**src/rtl/mem_arbiter.sv**
```systemverilog
// mem_arbiter
// Shares one single-port synchronous memory (one-cycle read latency) between
// the instruction-fetch requester (IMEM) and the load/store requester (DMEM).
// DMEM has fixed priority, but a starvation counter forces an IMEM grant once
// IMEM has been denied STARVE_LIMIT consecutive cycles. Each granted read is
// tagged so the returning data is flagged valid for the requester that issued it.
//
// Ports:
//   clk, rst                    clock (rising edge) and async active-high reset
//   imem_req/addr               fetch request, held until imem_gnt
//   imem_gnt/rvalid/rdata       fetch accept, fetch response
//   dmem_req/we/wstrb/addr/wdata load/store request, held until dmem_gnt
//   dmem_gnt/rvalid/rdata       load/store accept, load response
//   mem_addr/ren/wen/wstrb/wdata memory command, driven in the grant cycle
//   mem_rdata                   memory read data, one cycle after mem_ren

module mem_arbiter #(
  parameter int XLEN         = 32,
  parameter int STARVE_LIMIT = 4
) (
  input  logic            clk,
  input  logic            rst,
  input  logic            imem_req,
  input  logic [XLEN-1:0] imem_addr,
  output logic            imem_gnt,
  output logic            imem_rvalid,
  output logic [XLEN-1:0] imem_rdata,
  input  logic            dmem_req,
  input  logic            dmem_we,
  input  logic [3:0]      dmem_wstrb,
  input  logic [XLEN-1:0] dmem_addr,
  input  logic [XLEN-1:0] dmem_wdata,
  output logic            dmem_gnt,
  output logic            dmem_rvalid,
  output logic [XLEN-1:0] dmem_rdata,
  output logic [XLEN-1:0] mem_addr,
  output logic            mem_ren,
  output logic            mem_wen,
  output logic [3:0]      mem_wstrb,
  output logic [XLEN-1:0] mem_wdata,
  input  logic [XLEN-1:0] mem_rdata
);

  localparam logic [1:0] TAG_NONE = 2'd0;
  localparam logic [1:0] TAG_IMEM = 2'd1;
  localparam logic [1:0] TAG_DMEM = 2'd2;

  localparam logic [3:0] LIMIT = 4'(STARVE_LIMIT);

  logic [3:0] starve_cnt;
  logic [1:0] resp_tag;
  logic       grant_i;
  logic       grant_d;

  // Grants are suppressed while rst is high so nothing reaches the memory
  // during reset, even though the inputs may still be requesting.
  always_comb begin
    grant_i = 1'b0;
    grant_d = 1'b0;
    if (!rst) begin
      if (imem_req && dmem_req) begin
        if (starve_cnt == LIMIT) grant_i = 1'b1;
        else                     grant_d = 1'b1;
      end else if (imem_req) begin
        grant_i = 1'b1;
      end else if (dmem_req) begin
        grant_d = 1'b1;
      end
    end
  end

  assign imem_gnt = grant_i;
  assign dmem_gnt = grant_d;

  // Memory command; an ungranted cycle drives an all-zero command.
  always_comb begin
    mem_addr  = '0;
    mem_ren   = 1'b0;
    mem_wen   = 1'b0;
    mem_wstrb = 4'b0000;
    mem_wdata = '0;
    if (grant_i) begin
      mem_addr = imem_addr;
      mem_ren  = 1'b1;
    end else if (grant_d) begin
      mem_addr = dmem_addr;
      if (dmem_we) begin
        mem_wen   = 1'b1;
        mem_wstrb = dmem_wstrb;
        mem_wdata = dmem_wdata;
      end else begin
        mem_ren = 1'b1;
      end
    end
  end

  // Counts consecutive cycles in which IMEM asked but lost; saturates at the
  // limit so the forced IMEM grant persists until it actually happens.
  always_ff @(posedge clk or posedge rst) begin
    if (rst) begin
      starve_cnt <= 4'd0;
    end else if (!imem_req || grant_i) begin
      starve_cnt <= 4'd0;
    end else if (starve_cnt != LIMIT) begin
      starve_cnt <= starve_cnt + 4'd1;
    end
  end

  // Remembers who owns the data arriving next cycle; stores return nothing.
  always_ff @(posedge clk or posedge rst) begin
    if (rst) begin
      resp_tag <= TAG_NONE;
    end else if (grant_i) begin
      resp_tag <= TAG_IMEM;
    end else if (grant_d && !dmem_we) begin
      resp_tag <= TAG_DMEM;
    end else begin
      resp_tag <= TAG_NONE;
    end
  end

  assign imem_rvalid = (resp_tag == TAG_IMEM);
  assign dmem_rvalid = (resp_tag == TAG_DMEM);
  assign imem_rdata  = mem_rdata;
  assign dmem_rdata  = mem_rdata;

endmodule

```
**config.mk**
```make
export PLATFORM = sky130hd
export DESIGN_NAME = mem_arbiter
export DESIGN_NICKNAME = d
export VERILOG_FILES = /design/src/rtl/mem_arbiter.sv
export SDC_FILE = /design/constraint.sdc
export NUM_CORES = 1
export LEC_CHECK = 0
export CORE_AREA = 2 2 106 108
export DETAILED_ROUTE_END_ITERATION = 10
export DIE_AREA = 0 0 108 110
export GPL_TIMING_DRIVEN = 0
export HOLD_SLACK_MARGIN = 0.05
export PLACE_DENSITY = 0.7
export SLEW_MARGIN = 20
export SYNTH_ARGS = -nofsm -noshare
export SYNTH_HDL_FRONTEND = slang
export SYNTH_SLANG_ARGS = --single-unit
```
**constraint.sdc**
```tcl
create_clock -name clk -period 2 [get_ports clk]
set_input_delay 0.3 -clock clk [delete_from_list [all_inputs] [get_ports clk]]
set_output_delay 0.3 -clock clk [all_outputs]
set_load 0.05 [all_outputs]
```
==> metrics.txt <==
largest net degree at the start of global routing=12; detailed-placement wirelength estimate=7.45 mm; CTS Sinks=6; Synth Register Bits=6; Routed wire per std cell=15.6 um; Clk pin slew, worst setup/hold paths=0.04 ns; TritonCTS Buffers=3; vias in the first global route=2,429; crit-path most repeated cell=buf_6; ratio of cells with drive above 1 in the final layout=53.7%; DRC Markers=0; CTS Root Cell=clkbuf_8; Final Hold Viols=0; CTS Buffer Depth=2; mean post-synth cell area=8.20 um^2; Post-Syn Area=1480 um^2; period utilization=108%; Mapped Cells=180; leading area contributor after synthesis=buf_4; vias per cell=3.99; Critical Path Fanout Max=10; max_cap viols=0; Hold/Removal Path Class=primary input to async pin; Row Count=38; # hold bufs at CTS=0; CP required=1.70 ns; Worst path slowest cell=dfrtp_1; CTS tree=yes; Fillers=1,024; max incr delay on CP=0.39 ns; setup slack after layout=-0.167 ns; slew of the pin with the lowest slew margin=0.540 ns; syn_nets=319; CP endpoint kind=output pin; Layout Nets=577; Worst Skew=0.00350 ns; dpl cells=561; Chip Height=110 um; Horiz. Die Dim=108 um; P&R area growth vs syn=215%; post-synth cell types=25; Cell Chain, Critical Path=inv_2 -> ha_4 -> nand3b_4 -> o211a_4 -> buf_12 -> buf_6 -> a22o_2 -> buf_6; min cycle time layout=2.17 ns; Final Setup Violations=70; post-synth top area share=32.6%; Layout Cells excl Fill=576; outcome=complete, but fails checks; failing checks=negative setup slack; Slew Viols, Final=0; sequential area share after synthesis=10.2%; GRT Overall Usage=12.7%; largest cells by area after synthesis=buf_4, and3_1, a22o_1; full die area=11,900 um^2; Worst Path Arrival=1.87 ns; R2R Setup Slk=0.47 ns; worst slack, placed=-0.939 ns; DRT iter0 DRCs=92; drt total wl=8.97 mm; port bufs=241; antenna violations before repair=0; IR drop worst, VDD=0.214 mV; first-pass GRT wire length=11.9 mm; reg2reg start=starve_cnt[0]; RSZ-0062 raised after global routing=true; final antenna-violating net count=0; GP Congestion=0.705; TritonRoute pass-1 iters=3; pwr dens=361 nW/um^2; via count=2,299; crit path launch type=flip-flop; fmax=461 MHz; num ports=275; Ys Warns=0; P_leak=2.10 nW; H-tree Lvls=1; antenna cells=0; kind of critical path=flip-flop to output pin; core area=10,700 um^2; initial core utilization=13.8%; Critical R2R Capture=resp_tag[1]; FF-to-FF path depth=7; total congestion overflow=0; clock latency on the worst-skew pair=0.23 ns; Slew headroom=63.9%
[report_power, final]
group	internal (mW)	switching (mW)	total (mW)
Sequential	0.129	0.00568	0.135
Combinational	0.645	0.716	1.36
Clock	0.129	0.0523	0.182
[how the worst max path moves through the flow]
stage,from,to,slack [ns],cells after the start
floorplan,starve_cnt[0],mem_addr[23],-0.05,6
global placement,rst,mem_wdata[3],-0.92,7
detailed placement,rst,mem_wdata[22],-0.94,7
CTS,starve_cnt[0],mem_addr[19],-0.18,8
global route,starve_cnt[0],mem_addr[3],-0.21,8
finish,starve_cnt[0],mem_addr[8],-0.17,8
[area by class of cell]
cell class / instances / area, um^2 / share of cell area (%)
Timing Repair Buffer: 253 / 2690 / 57.8
Multi-Input combinational cell: 90 / 928 / 20.0
Buffer: 79 / 651 / 14.0
Tap cell: 140 / 175 / 3.77
Sequential cell: 6 / 150 / 3.23
Clock buffer: 3 / 41.3 / 0.888
Inverter: 5 / 18.8 / 0.403
[metal layers]
metal  global-route usage (%)  routed length, um  vias up
met2                     25.9               4860      171
met4                     3.21                129        0
met1                     11.7               2860     1031
met5                        0                  0        -
met3                     4.70               1120        6
li1                         -                  -     1091
[stage by stage]
| step | cell area (um^2) | hold slack, ns | TNS, ns | util (%) | total power [mW] |
|---|---|---|---|---|---|
| 3_3_place_gp | 4090 | 0.604 | -61.01 | 38.2 | 1.36 |
| 4_1_cts | 4480 | 0.500 | -9.89 | 41.8 | 1.65 |
| 5_1_grt | 4650 | 0.532 | -13.31 | 43.5 | 1.74 |
| 2_1_floorplan | 1500 | 0.0992 | -0.406 | - | 0.871 |
| 6_report | 4650 | 0.509 | -10.01 | 43.5 | 1.68 |
| 3_5_place_dp | 4090 | 0.634 | -62.15 | 38.2 | 1.37 |
[flip-flops by register name (all words and copies together) (netlist names)]
signal and cells:
starve_cnt 4, resp_tag 2
[cells in the mapped netlist]
library cell,n
a21oi_1,1
inv_1,5
a211oi_4,1
nand2_1,1
buf_4,64
o211a_1,1
buf_6,8
dfrtp_1,6
nand3_1,1
and2_1,2
a21o_2,1
clkbuf_1,4
nor4b_1,1
a211oi_1,1
nor3_1,2
and3_1,36
a22o_2,12
xnor2_1,1
nor2_1,2
clkbuf_2,3
ha_1,2
a22o_1,20
mux2i_1,2
nor2b_1,2
nand3b_4,1
[repair_timing]
action / CTS / global route
pin swaps: 2 / 2
endpoints found under the setup margin: 72 / 72
resized for setup: 546 / 20
buffers inserted: 6 / 2
cloned: 1 / 3
[critical path: cells and delay by family (launching register included)]
| family | cells | cell delay [ns] |
|---|---|---|
| AO/OA/AOI/OAI | 2 | 0.49 |
| adder cells (fa/ha/maj) | 1 | 0.14 |
| buffers and inverters | 4 | 0.51 |
| flip-flops | 1 | 0.39 |
| AND/OR/NAND/NOR | 1 | 0.10 |
[cell usage in the layout (no fill, tap or decap), types with 3 or more instances in the layout]
cell type / synthesis / final
dfrtp_1: 6 / 6
buf_8: 0 / 11
a22o_4: 0 / 3
buf_6: 8 / 69
and3_1: 36 / 5
inv_2: 0 / 4
a22o_2: 12 / 29
clkbuf_1: 4 / 4
and3_4: 0 / 31
clkbuf_16: 0 / 3
clkdlybuf4s50_1: 0 / 169
clkbuf_8: 0 / 6
buf_4: 64 / 71
[cells by family after synthesis]
group                      Yosys count  share of synthesized area, %
buffers and inverters               84                          42.0
and+or+nand+nor                     48                          20.7
AOI/OAI and AO/OA                   37                          23.5
DFF                                  6                          10.2
muxes                                2                          1.36
adders and majority gates            2                          1.70
xor gates and xnor gates             1                         0.594
No activity file was read; power rests on OpenSTA's default activity.
==> RTL edit (same flow settings) <==
Change the parameter `XLEN` from 32 to 16.
--- a/src/rtl/mem_arbiter.sv
+++ b/src/rtl/mem_arbiter.sv
@@ -16,5 +16,5 @@
 
 module mem_arbiter #(
-  parameter int XLEN         = 32,
+  parameter int XLEN         = 16,
   parameter int STARVE_LIMIT = 4
 ) (
Ports: changed (8 resized); port bits go from 275 to 147. No check against the original RTL was run, so the function may have changed too.
==> RTL edit against the original RTL <==
Design area down 39%; total power shrank 37%; sequential cell count unchanged; global-route usage shrank 6.2 points; the flow still finishes with violations (negative setup slack); routed wire length is 51% lower; worst setup slack better by 0.10 ns; synthesized area down 34%; largest power group unchanged.
==> RTL edit: results (changes against the original RTL) <==
outcome: complete, but fails checks
failing checks: negative setup slack
DR WL met2: 2.48 mm (-49%)
syn nets: 185 (-42%)
Reg2Reg Setup Slack: 0.55 ns (+0.08 ns)
met1 WL: 1.45 mm (-49%)
Inst Count DP: 380 (-32%)
Post-synth ARST share: 100% (unchanged)
clock skew: 0.000274 ns (-0.00323 ns)
sequential share of the synthesized area: 15.4% (+5.2 points)
DP Area: 2460 um2 (-40%)
DP Worst Slack: -0.776 ns (+0.163 ns)
First-pass DRT Iterations: 4 (+1)
reg2reg start: starve_cnt[1]$_DFFE_PP0P_
worst slew pin tran: 0.503 ns (-0.0363 ns)
vias per cell: 3.41 (-14%)
Tot GR Track Use: 6.48% (-6.2 points)
Starting DRT DRC Count: 21 (-77%)
Placer Congestion: 0.785 (+11%)
metal3 WL: 413 um (-63%)
IO buf count: 130 (-46%)
layout cell share with drive strength beyond 1: 53.6% (-0.070 points)
reg2reg end: starve_cnt[1]$_DFFE_PP0P_
worst path arrival time: 1.76 ns (-0.11 ns)
met3 GRT Util: 2.12% (-2.6 points)
peak supply drop: 180 uV (-16%)
setup TNS: -1.56 ns (+8.44 ns)
hold slack: 0.410 ns (-0.0994 ns)
Crit path max-delay family: buffers and inverters
ranking of synthesized cells by area: buf_4, a22o_2, dfrtp_1
Layout Nets: 327 (-43%)
Routed WL: 4.39 mm (-51%)
vias in the first global route: 1321 (-46%)
DP HPWL: 3.48 mm (-53%)
Post-Synthesis Cells: 110 (-39%)
Cell variety after synth: 23 (-8.0%)
Worst Setup EP: mem_addr[6]
M2 GR Usage: 12.4% (-13 points)
LEAKAGE: 1.27 nW (-40%)
depth of the worst register-to-register path: 6 (-1)
Synth top cells by count: buf_4, and3_1, a22o_2
Final Setup Violations: 38 (-46%)
fin cells: 390 (-32%)
final worst setup slack: -0.0647 ns (+0.102 ns)
GR met1 Demand/Resource: 6.72% (-4.9 points)
first-pass GRT wire length: 6.08 mm (-49%)
RTL edit: kinds of logic (layout without fill, tap and decap cells):
family	count (synthesis)	after routing	share of synthesized area (%)
buffers and inverters	43	183	32.0
AND/OR/NAND/NOR	35	35	24.4
AO/OA/AOI/OAI	20	20	21.6
flip-flops	6	6	15.4
adder cells (fa/ha/maj)	2	2	2.57
XOR/XNOR	2	2	1.80
multiplexers	2	2	2.31
RTL edit: where the power goes:
group          switching [W]  internal (W)
logic               0.000385      0.000360
registers         0.00000582      0.000129
clock network      0.0000504      0.000129
RTL edit: layout make-up:
type / instances / area (um2)
Buffer: 39 / 328
Clock buffer: 3 / 41.3
Fill cell: 1110 / 7850
Inverter: 4 / 15.0
Multi-Input combinational cell: 61 / 648
Sequential cell: 6 / 150
Tap cell: 140 / 175
Timing Repair Buffer: 137 / 1490
RTL edit: repair_timing:
action,CTS,global route
setup buffers,6,0
endpoints found under the setup margin,40,40
gates resized for setup,306,31
hold buffers,0,0
cloned,1,0
pin swaps,6,4
